## src/rtl/tmss_bus_ctrl.sv

```systemverilog
// tmss_bus_ctrl - 68000-side bus sequencer and security controller for TMSS.
// Decodes the TMSS register window (key, bank) and the boot-ROM window, answers
// them with a fixed-latency DTACK, sequences synchronous boot-ROM reads and runs
// the "SEGA" key unlock / VDP lockout state machine.
//
// Ports:
//   MCLK, SRES          clock, async active-high reset
//   AS, UDS, LDS, RW    68000 strobes (active low, RW=1 read)
//   VA, VD_i            CPU word address, write data
//   JAP                 1 = TMSS enforced
//   ROM_DATA            boot ROM data, valid one MCLK after ROM_RD
//   VD_o, data_out_en   registered read data and its bus drive enable
//   DTACK               active-low acknowledge
//   ROM_ADDR, ROM_RD    boot ROM word address and one-cycle read strobe
//   ROM_SEL             boot ROM mapped at 000000
//   VDP_LOCK, sec_state lockout flag and security state (debug)
module tmss_bus_ctrl #(
  parameter int unsigned WAIT_CYCLES = 2,
  parameter logic [31:0] KEY         = 32'h53454741
) (
  input  logic        MCLK,
  input  logic        SRES,
  input  logic        AS,
  input  logic        UDS,
  input  logic        LDS,
  input  logic        RW,
  input  logic [22:0] VA,
  input  logic [15:0] VD_i,
  input  logic        JAP,
  input  logic [15:0] ROM_DATA,
  output logic [15:0] VD_o,
  output logic        data_out_en,
  output logic        DTACK,
  output logic [9:0]  ROM_ADDR,
  output logic        ROM_RD,
  output logic        ROM_SEL,
  output logic        VDP_LOCK,
  output logic [1:0]  sec_state
);

  typedef enum logic [2:0] {B_IDLE, B_DECODE, B_READ_ROM, B_WAIT, B_ACK} bus_t;
  typedef enum logic [1:0] {S_LOCKED = 2'd0, S_UNLOCKED = 2'd1, S_LOCKOUT = 2'd2} sec_t;
  typedef enum logic [2:0] {T_NONE, T_KEYH, T_KEYL, T_BANK, T_BROM} tgt_t;

  localparam logic [3:0] WAIT_INIT = 4'(WAIT_CYCLES - 1);

  bus_t        bus, bus_nxt;
  sec_t        sec, sec_nxt;
  tgt_t        tgt, dec_tgt;
  logic        rw_q, word_q;
  logic [3:0]  cnt;
  logic [31:0] key, key_nxt;
  logic        bank, bank_nxt;
  logic        is_vdp, commit;
  logic [15:0] reg_rdata;

  assign ROM_SEL     = JAP & ~bank;
  assign VDP_LOCK    = (sec == S_LOCKOUT);
  assign sec_state   = sec;
  assign DTACK       = ~(bus == B_ACK);
  assign data_out_en = (bus == B_ACK) & rw_q;

  // Address decode, only meaningful while in DECODE. Boot-ROM writes are not
  // claimed; the ROM is read-only.
  assign is_vdp = (VA[22:20] == 3'b110);
  always_comb begin
    dec_tgt = T_NONE;
    if (VA == 23'h50A000)                       dec_tgt = T_KEYH;
    else if (VA == 23'h50A001)                  dec_tgt = T_KEYL;
    else if (VA == 23'h50A080 && !LDS)          dec_tgt = T_BANK;
    else if (VA[22:10] == 13'd0 && ROM_SEL && RW) dec_tgt = T_BROM;
  end

  always_comb begin
    reg_rdata = 16'h0000;
    case (dec_tgt)
      T_KEYH:  reg_rdata = key[31:16];
      T_KEYL:  reg_rdata = key[15:0];
      T_BANK:  reg_rdata = {15'd0, bank};
      default: reg_rdata = 16'h0000;
    endcase
  end

  // Bus FSM
  always_ff @(posedge MCLK or posedge SRES) begin
    if (SRES) bus <= B_IDLE;
    else      bus <= bus_nxt;
  end

  always_comb begin
    bus_nxt = bus;
    case (bus)
      B_IDLE:     if (!AS) bus_nxt = B_DECODE;
      B_DECODE: begin
        if (AS)                   bus_nxt = B_IDLE;
        else if (dec_tgt == T_BROM) bus_nxt = B_READ_ROM;
        else if (dec_tgt != T_NONE) bus_nxt = B_WAIT;
        else                      bus_nxt = B_IDLE;
      end
      B_READ_ROM: bus_nxt = AS ? B_IDLE : B_WAIT;
      B_WAIT: begin
        if (AS)             bus_nxt = B_IDLE;
        else if (cnt == 4'd0) bus_nxt = B_ACK;
      end
      B_ACK:      if (AS) bus_nxt = B_IDLE;
      default:    bus_nxt = B_IDLE;
    endcase
  end

  // Writes land on the edge that enters ACK; an aborted cycle never gets here.
  assign commit = (bus == B_WAIT) && (bus_nxt == B_ACK) && !rw_q;

  always_comb begin
    key_nxt  = key;
    bank_nxt = bank;
    sec_nxt  = sec;
    if (commit && word_q && tgt == T_KEYH) key_nxt[31:16] = VD_i;
    if (commit && word_q && tgt == T_KEYL) key_nxt[15:0]  = VD_i;
    if (commit && tgt == T_BANK)           bank_nxt       = VD_i[0];
    // Lockout uses the security state as it stands during DECODE.
    if (bus == B_DECODE && is_vdp && JAP && sec == S_LOCKED)
      sec_nxt = S_LOCKOUT;
    else if (commit && word_q && (tgt == T_KEYH || tgt == T_KEYL) && sec != S_LOCKOUT)
      sec_nxt = (key_nxt == KEY) ? S_UNLOCKED : S_LOCKED;
  end

  always_ff @(posedge MCLK or posedge SRES) begin
    if (SRES) begin
      tgt      <= T_NONE;
      rw_q     <= 1'b1;
      word_q   <= 1'b0;
      cnt      <= 4'd0;
      VD_o     <= 16'h0000;
      ROM_ADDR <= 10'd0;
      ROM_RD   <= 1'b0;
      key      <= 32'd0;
      bank     <= 1'b0;
      sec      <= S_LOCKED;
    end else begin
      ROM_RD <= 1'b0;
      key    <= key_nxt;
      bank   <= bank_nxt;
      sec    <= sec_nxt;
      if (bus == B_DECODE && bus_nxt != B_IDLE) begin
        tgt    <= dec_tgt;
        rw_q   <= RW;
        word_q <= !UDS && !LDS;
      end
      if (bus == B_DECODE && bus_nxt == B_READ_ROM) begin
        ROM_RD   <= 1'b1;
        ROM_ADDR <= VA[9:0];
      end
      if (bus_nxt == B_WAIT && bus != B_WAIT) cnt <= WAIT_INIT;
      else if (bus == B_WAIT)                 cnt <= cnt - 4'd1;
      if (bus == B_DECODE && bus_nxt == B_WAIT && RW) VD_o <= reg_rdata;
      // ROM data arrives one cycle after the READ_ROM strobe: first WAIT edge.
      if (bus == B_WAIT && tgt == T_BROM && cnt == WAIT_INIT) VD_o <= ROM_DATA;
    end
  end

endmodule

```

## config.mk

```make
export PLATFORM = sky130hd
export DESIGN_NAME = tmss_bus_ctrl
export DESIGN_NICKNAME = d
export VERILOG_FILES = /design/src/rtl/tmss_bus_ctrl.sv
export SDC_FILE = /design/constraint.sdc
export NUM_CORES = 1
export LEC_CHECK = 0
export ABC_AREA = 1
export CAP_MARGIN = 20
export CORE_ASPECT_RATIO = 1.75
export CORE_MARGIN = 10
export CORE_UTILIZATION = 40
export DETAILED_ROUTE_END_ITERATION = 8
export DONT_BUFFER_PORTS = 1
export GPL_TIMING_DRIVEN = 0
export SETUP_SLACK_MARGIN = 0.2
export SYNTH_ARGS = -nofsm -noshare
export SYNTH_HDL_FRONTEND = slang
export SYNTH_SLANG_ARGS = --single-unit
```

## constraint.sdc

```tcl
create_clock -name MCLK -period 3 [get_ports MCLK]
set_clock_uncertainty 0.05 [all_clocks]
set_input_delay 0.9 -clock MCLK [delete_from_list [all_inputs] [get_ports MCLK]]
set_output_delay 0.9 -clock MCLK [all_outputs]
set_load 0.1 [all_outputs]
```

==> run metrics <==
vias per inst=5.104; Initial Util=40.86%; DRT Pass-1 Iters=5; # setup viols final=0; Worst Setup SP=bus[0]; Final Hold Viols=0; crit path max fanout=4; synthesized cell area=4049 sq um; Num CTS Buffers=9; initial antenna violation count=0; Sw Ratio=21.55%; Port Buffer Count=0; Placed Instances=661; layout cells sized above 1=10.63%; Setup TNS=0 ns; EDFF count, synth=0; Highest Clock Rate=361.7 MHz; first-pass GRT wire length=18770 microns; Hold Crit Class=flip-flop to flip-flop; initial DRC count=160; DRC=0; Avg Inst Size Synth=7.568 sq um; hold buffer count at CTS=0; Internal=1717 uW; Gate power share=3.2%; Static Leakage=0.002331 uW; Area Overhead vs Synth=13.50%; largest net degree at the start of global routing=41; DP Wirelength=9128 microns; CP Data Arrival Time=1.81 ns; crit path launch type=flip-flop; max-slew violations=0; Remaining Overflow, GRT=0; R2R depth=15; WL/cell=16.98 microns; antenna cells=0; part of the power in registers=46.6%; Net Count, Synth=599; clock share of power=50.2%; Worst VDD drop=255.7 uV; die area=14710 sq um; clock buffer depth=2; Root Driver=clkbuf_16; Final WS setup=0.2355 ns; Worst-Margin Slew=0.9260 ns; synthesized netlist cell count=535; io pins=95; asr flop ratio synth=100.0%; Yosys Warn Count=0; die height=153.1 microns; max_cap viols=0; Final min period=2.765 ns; later-pin clock latency in the skew report=0.33 ns; routability-driven placement congestion ratio=0.8431; core area=9910 sq um; end point of the critical path=data_out_en; site row count=48; Critical R2R Capture=sec_state[0]; synthesized flop and latch total=74; crit share post-route=92.15%; Final #Nets=614; clk slew on worst S/H paths=0.05 ns; CTS tree=built; crit path capture type=output port; pre-CTS setup slack=0.1904 ns; slew margin rel.=38.27%; ys flop type=dfrtp_1; worst endpoint required time=2.05 ns; vias in the first global route=3642; Vias=3471; DRT antenna net count=0; overall routing resource usage=16.35%; CTS Sinks=74; H-tree levels=3; final non-filler cell total=680; PD cells=476.1 nW/um^2; RSZ-0062 raised after global routing=false; outcome=complete, no violations; Synth cell types=40; WL final=11540 microns; switching power=471.5 uW; worst r2r src=cnt[0]; Worst R2R Setup Slack=0.68 ns; WS Path Type=flip-flop to output port; Seq/Total Area, Yosys=45.77%; die width=96.06 microns
## worst max-delay path, stage by stage, from the launching register on
cell and delay (ns):
dfrtp_2 0.44, inv_2 0.10, nand3_4 0.31, nor2_4 0.63
## placed cells by master (no fill, tap or decap), drive strengths merged, types with 2 or more instances in the layout
cell,count
nor3,3
clkinvlp,3
o21bai,2
dfrtp,73
clkbuf,22
o21ai,15
o311ai,2
nand2,174
or2,2
ha,2
nand4,8
clkinv,3
inv,75
nor4,7
nand3b,4
and2,2
buf,11
o22ai,16
nor2,43
nand3,82
## sequential cells by signal (all words and copies together), names as in the netlist, 2 cells and up
signal and count:
ROM_ADDR 10, VD_o 16, bus 3, cnt 4, key 32, sec_state 2
tgt 3
## area by class of cell
cell class	count	area, sq um
Timing Repair Buffer	4	42.54
Buffer	17	100.1
Fill cell	1007	5314
Inverter	78	301.5
Tap cell	125	156.4
Sequential cell	74	1858
Clock inverter	4	50.05
Clock buffer	12	256.5
Multi-Input combinational cell	366	1831
## worst min path at each step
stage	startpoint	end	cells past startpoint
finish	rw_q	rw_q	2
detailed placement	rw_q	rw_q	2
CTS	rw_q	rw_q	2
global route	rw_q	rw_q	2
global placement	rw_q	rw_q	2
floorplan	rw_q	rw_q	2
## power groups by stage
stage | Combinational, uW | Clock (uW) | Sequential (uW)
6_report | 70.9 | 1100 | 1020
5_1_grt | 83.4 | 1180 | 1020
4_1_cts | 72.1 | 1120 | 1020
3_5_place_dp | 71.5 | 0 | 1040
3_3_place_gp | 66.3 | 0 | 1040
2_1_floorplan | 53.2 | 0 | 1030
## cell usage after synthesis (4+ instances only)
library cell | count | area (sq um)
nand4_1 | 6 | 37.54
inv_1 | 75 | 281.5
nand3b_1 | 4 | 30.03
buf_6 | 4 | 45.04
o22ai_1 | 16 | 100.1
nand3_1 | 76 | 380.4
nor2_1 | 40 | 150.1
o21ai_0 | 14 | 70.07
dfrtp_1 | 73 | 1827
clkbuf_1 | 10 | 37.54
nand3_2 | 4 | 40.04
nor4_1 | 5 | 31.28
nand2_1 | 171 | 641.9
## layer usage
| metal | routed length (microns) | part of all wire (%) | track usage [%] |
|---|---|---|---|
| met3 | 910 | 7.9 | 4.757 |
| met2 | 6296 | 55 | 29.29 |
| met4 | 129 | 1.1 | 5.293 |
| met1 | 4206 | 36 | 17.36 |
| met5 | 0 | 0 | 0 |
## per-stage QoR
step	total power [uW]	util, %	hold WS, ns	area (sq um)
global placement	1102	42.68	0.4245	4229
finish	2188	46.38	0.4341	4596
detailed placement	1107	42.88	0.4287	4249
floorplan	1087	-	0.4075	4073
CTS	2212	46.07	0.4379	4566
global route	2280	46.38	0.4615	4596
## logic make-up (layout without fill, tap and decap cells)
kind of cell,Yosys count,after routing,synth area share [%]
AND/OR/NAND/NOR,327,327,38.23
flip-flops,74,74,45.77
AO/OA/AOI/OAI,35,35,5.130
buffers and inverters,95,115,9.827
adder cells (fa/ha/maj),2,2,0.6179
XOR/XNOR,2,2,0.4327
## repair_timing
item                                    4_1_cts  5_1_grt
resized for setup                             4        4
endpoints found under the setup margin        2       16
buffers inserted                              0        3
hold endpoints to repair                      0        0
pin swaps                                     3        3
No activity file was read; power rests on OpenSTA's default activity.
